===== src/rtl/nv_fifo_rws_256x7_ctrl.sv =====
// rtl/nv_fifo_rws_256x7_ctrl.sv - valid/ready FIFO controller driving an external 256x7 registered-read-address RAM
module nv_fifo_rws_256x7_ctrl #(
  parameter int DEPTH = 256,
  parameter int AW    = 8,
  parameter int DW    = 7
) (
  input  logic          nvdla_core_clk,
  input  logic          nvdla_core_rstn,
  input  logic          wr_pvld,
  output logic          wr_prdy,
  input  logic [DW-1:0] wr_pd,
  output logic          rd_pvld,
  input  logic          rd_prdy,
  output logic [DW-1:0] rd_pd,
  output logic [AW:0]   fifo_count,
  output logic          ram_we,
  output logic [AW-1:0] ram_wa,
  output logic [DW-1:0] ram_di,
  output logic          ram_re,
  output logic [AW-1:0] ram_ra,
  input  logic [DW-1:0] ram_dout,
  input  logic [31:0]   pwrbus_ram_pd,
  output logic [31:0]   ram_pwrbus_pd
);

  localparam logic [AW:0] FULL_CNT = (AW+1)'(DEPTH);

  logic [AW-1:0] wr_ptr_q, wr_ptr_d;
  logic [AW-1:0] rd_ptr_q, rd_ptr_d;
  logic [AW:0]   occ_q, occ_d;
  logic          staged_q, staged_d;
  logic          wr_prdy_q, wr_prdy_d;
  logic          push_acc, pop_acc;
  logic [AW:0]   fetchable;

  // Handshakes and RAM strobes; the staged entry lives in the RAM output
  // register, so a refetch is only allowed when that slot is empty or
  // being drained this cycle.
  always_comb begin
    push_acc  = wr_pvld & wr_prdy_q;
    pop_acc   = staged_q & rd_prdy;
    fetchable = occ_q - {{AW{1'b0}}, staged_q};
    ram_re    = (fetchable != '0) & (~staged_q | pop_acc);
    ram_we    = push_acc;
    ram_wa    = wr_ptr_q;
    ram_di    = wr_pd;
    ram_ra    = rd_ptr_q;
    occ_d     = occ_q + {{AW{1'b0}}, push_acc} - {{AW{1'b0}}, pop_acc};
    wr_prdy_d = (occ_d < FULL_CNT);
    wr_ptr_d  = push_acc ? wr_ptr_q + 1'b1 : wr_ptr_q;
    rd_ptr_d  = ram_re ? rd_ptr_q + 1'b1 : rd_ptr_q;
    if (ram_re) begin
      staged_d = 1'b1;
    end else if (pop_acc) begin
      staged_d = 1'b0;
    end else begin
      staged_d = staged_q;
    end
  end

  // Control state register; asynchronous reset discards any in-flight data.
  always_ff @(posedge nvdla_core_clk or negedge nvdla_core_rstn) begin
    if (!nvdla_core_rstn) begin
      wr_ptr_q  <= '0;
      rd_ptr_q  <= '0;
      occ_q     <= '0;
      staged_q  <= 1'b0;
      wr_prdy_q <= 1'b0;
    end else begin
      wr_ptr_q  <= wr_ptr_d;
      rd_ptr_q  <= rd_ptr_d;
      occ_q     <= occ_d;
      staged_q  <= staged_d;
      wr_prdy_q <= wr_prdy_d;
    end
  end

  assign wr_prdy       = wr_prdy_q;
  assign rd_pvld       = staged_q;
  assign rd_pd         = ram_dout;
  assign fifo_count    = occ_q;
  assign ram_pwrbus_pd = pwrbus_ram_pd;

endmodule


===== config.mk =====
export PLATFORM = sky130hd
export DESIGN_NAME = nv_fifo_rws_256x7_ctrl
export DESIGN_NICKNAME = d
export VERILOG_FILES = /design/src/rtl/nv_fifo_rws_256x7_ctrl.sv
export SDC_FILE = /design/constraint.sdc
export NUM_CORES = 1
export LEC_CHECK = 0
export ABC_AREA = 1
export CAP_MARGIN = 0
export CORE_AREA = 2 2 83 85
export DETAILED_ROUTE_END_ITERATION = 16
export DIE_AREA = 0 0 85 87
export HOLD_SLACK_MARGIN = 0.12
export PLACE_DENSITY = 0.76
export SETUP_SLACK_MARGIN = 0.15
export SYNTH_ARGS = -nofsm -noshare
export SYNTH_HDL_FRONTEND = slang
export SYNTH_SLANG_ARGS = --single-unit
export TNS_END_PERCENT = 100

===== constraint.sdc =====
create_clock -name nvdla_core_clk -period 1.9 [get_ports nvdla_core_clk]
set_input_delay 0.475 -clock nvdla_core_clk [delete_from_list [all_inputs] [get_ports nvdla_core_clk]]
set_output_delay 0.475 -clock nvdla_core_clk [all_outputs]
set_load 0.01 [all_outputs]

==> flow_metrics.env <==
export IMPL_rows=30
export IMPL_hp_class="flip-flop to flip-flop"
export IMPL_max_slew_margin_rel_pct=75.0
export IMPL_cp_max_fo=4
export IMPL_required_ns=1.42
export IMPL_ys_top_cells_by_count="60 x nand2_1, 46 x buf_4, 28 x inv_1"
export IMPL_synthArstFlopShare_pct=100
export IMPL_skew_ns=0.00330
export IMPL_diodes=0
export IMPL_ant_nets=0
export IMPL_critPathMaxStageDelay_ns=0.41
export IMPL_root_buffer="clkbuf_8"
export IMPL_dp_hpwl_um=3380
export IMPL_dieArea_sq_um=7400
export IMPL_finalCritPeriodShare_pct=121
export IMPL_post_drt_wl_per_cell_um=13.4
export IMPL_crit_chain="inv_2 -> buf_4 -> nand2_1 -> nand3b_1 -> nor2_2 -> nand2_2 -> nor2_4 -> nand3_4 -> nand2_4 -> inv_2 -> buf_6"
export IMPL_area_growth_pct=34.2
export IMPL_syn_avg_cell_area_sq_um=8.30
export IMPL_io_pin_count=125
export IMPL_slew_viol_final=0
export IMPL_numCtsBuffers=3
export IMPL_start_kind="flip-flop"
export IMPL_die_width_um=85
export IMPL_ff2ff_setup_slack_ns=-0.37
export IMPL_vdd_ir_drop_worst_uv=671
export IMPL_endpoint="ram_re"
export IMPL_worstReg2RegStart="rd_pvld"
export IMPL_slowest_stage="dfrtp_1"
export IMPL_yosysTopAreaCell="dfrtp_1"
export IMPL_grt_use_total_pct=13.6
export IMPL_synth_top_cell_area_share_pct=30.4
export IMPL_grt_pass1_wl_um=8160
export IMPL_fin_crit_ns=2.30
export IMPL_status="complete, but fails checks"
export IMPL_drt_iter0_markers=63
export IMPL_cts_sinks=27
export IMPL_r2r_end="fifo_count[6]"
export IMPL_yosys_top_cells_area="dfrtp_1 30%, buf_4 16%, ha_1 13%"
export IMPL_ys_ff_latch=27
export IMPL_layout_drive_gt1_share_pct=39.8
export IMPL_final_setup_viol_count=7
export IMPL_synth_top_flop_cell="dfrtp_1"
export IMPL_path_clk_slew_ns=0.11
export IMPL_routed_wl_um=5210
export IMPL_fin_cells=389
export IMPL_cp_common_cell="inv_2"
export IMPL_finalCoreUtilization_pct=45.4
export IMPL_fp_dieH_um=87
export IMPL_synth_edff_count=0
export IMPL_failed_checks="negative setup slack"
export IMPL_worstSetupEndpointType="output pin"
export IMPL_gp_congestion=0.792
export IMPL_cp_data_arrival_time_ns=1.82
export IMPL_viasPerCell=4.65
export IMPL_synth_net_count=343
export IMPL_n_fill_cell=602
export IMPL_dp_worst_setup_slack_ns=-0.635
export IMPL_worstSetupPathType="flip-flop to output pin"
export IMPL_vias=1807
export IMPL_cp_startpoint="fifo_count[1]"
export IMPL_globalRouteOverflowTotal=0
export IMPL_cts_tree="done"
export IMPL_tightest_slew_ns=0.375
export IMPL_dp_cells=363
export IMPL_worst_slack_ns=-0.400
export IMPL_cap_violations=0
export IMPL_ys_seq_area_share_pct=30.4
export IMPL_syn_inst=268
export IMPL_io_buffers=32
export IMPL_hold_slack_ns=0.483
export IMPL_setup_tns_ns=-1.60
export IMPL_antenna_found_initial=0
export IMPL_cts_path_max_buffers=2
export IMPL_reg2reg_depth=13
export IMPL_first_pass_iters=4
export IMPL_initial_core_util_pct=33.9
export IMPL_coreArea_sq_um=6570
export IMPL_grt_pass1_vias=1818
export IMPL_yosys_cell_types_count=28
export IMPL_rsz0062_at_grt="true"
export IMPL_clkLatencyLatePin_ns=0.28
export IMPL_post_route_drc_count=0
export IMPL_leakage_nw=1.53
export IMPL_power_density_nw_per_um2=1720
export IMPL_fin_nets=385
export IMPL_hold_viol=0
export IMPL_htree_levels=1
export IMPL_grt_max_degree=28
export IMPL_yosysMostFrequentCell="nand2_1"
export IMPL_maxClockFrequency_ghz=0.435
export IMPL_synth_warnings=0
export IMPL_syn_area_sq_um=2220
sequential cells by signal, summed over array words and instances (netlist names):
register,cells
fifo_count,9
wr_prdy,1
ram_ra,8
ram_wa,8
rd_pvld,1
cell families (layout without fill, tap and decap cells):
family,Yosys count,after routing,synth area share [%]
AND/OR/NAND/NOR,105,105,22.7
buffers and inverters,78,119,20.9
flip-flops,27,27,30.4
AO/OA/AOI/OAI,13,13,3.77
XOR/XNOR,20,20,7.87
adder cells (fa/ha/maj),25,25,14.4
stage by stage:
stage | area [sq um] | total power [W]
global placement | 2570 | 0.00400
global route | 2990 | 0.00556
floorplan | 2270 | 0.00295
CTS | 2800 | 0.00479
finish | 2990 | 0.00514
detailed placement | 2570 | 0.00410
critical path, delay by kind of cell, from the launching register on:
kind,cells,cell delay (ns)
buffers and inverters,4,0.45
DFF,1,0.41
and+or+nand+nor,7,0.71
worst min-delay path by stage:
stage,slack [ns],startpoint,depth (start not counted),to
global route,0.50,ram_wa[7],1,ram_wa[7]
finish,0.48,ram_wa[7],1,ram_wa[7]
floorplan,0.18,nvdla_core_rstn,0,fifo_count[0]
CTS,0.49,ram_wa[7],1,ram_wa[7]
global placement,0.46,ram_wa[7],1,ram_wa[7]
detailed placement,0.47,ram_wa[7],1,ram_wa[7]
power breakdown:
| group | switching, W | internal [W] |
|---|---|---|
| Combinational | 0.00198 | 0.00181 |
| Sequential | 0.000168 | 0.000824 |
| Clock | 0.000206 | 0.000149 |
| Total | 0.00235 | 0.00279 |
placed cells by master, fill, tap and decap left out, types with 6 or more instances in the layout:
| cell type | count |
|---|---|
| buf_4 | 45 |
| clkdlybuf4s50_1 | 13 |
| dfrtp_1 | 23 |
| dlygate4sd2_1 | 12 |
| ha_1 | 13 |
| ha_4 | 8 |
| inv_1 | 18 |
| inv_2 | 8 |
| inv_4 | 6 |
| nand2_1 | 50 |
| nand2_2 | 13 |
| nand3_1 | 12 |
| nand3_2 | 6 |
| nor2_1 | 6 |
| xnor2_1 | 6 |
| xor2_1 | 13 |
cell type report:
type / count / area, sq um / share of cell area (%)
Timing Repair Buffer: 83 / 723 / 24.2
Multi-Input combinational cell: 163 / 1300 / 43.5
Clock inverter: 1 / 7.51 / 0.251
Tap cell: 80 / 100 / 3.35
Inverter: 32 / 135 / 4.53
Clock buffer: 3 / 41.3 / 1.38
Sequential cell: 27 / 681 / 22.8
per-layer routing:
layer / vias up / share of wire (%) / GRT usage [%]
li1: 882 / - / -
met1: 868 / 39 / 15.0
met2: 43 / 55 / 25.6
met3: 14 / 4.7 / 2.84
met4: 0 / 1.4 / 4.91
met5: - / 0 / 0
repair_timing:
item                                    in CTS  in global routing
pin swaps                                   17                 24
endpoints found under the setup margin      31                 26
resized for setup                           53                 31
hold buffers                                 0                  0
gates cloned                                 0                  0
buffers inserted                            11                 11
No activity file was read; power rests on OpenSTA's default activity.
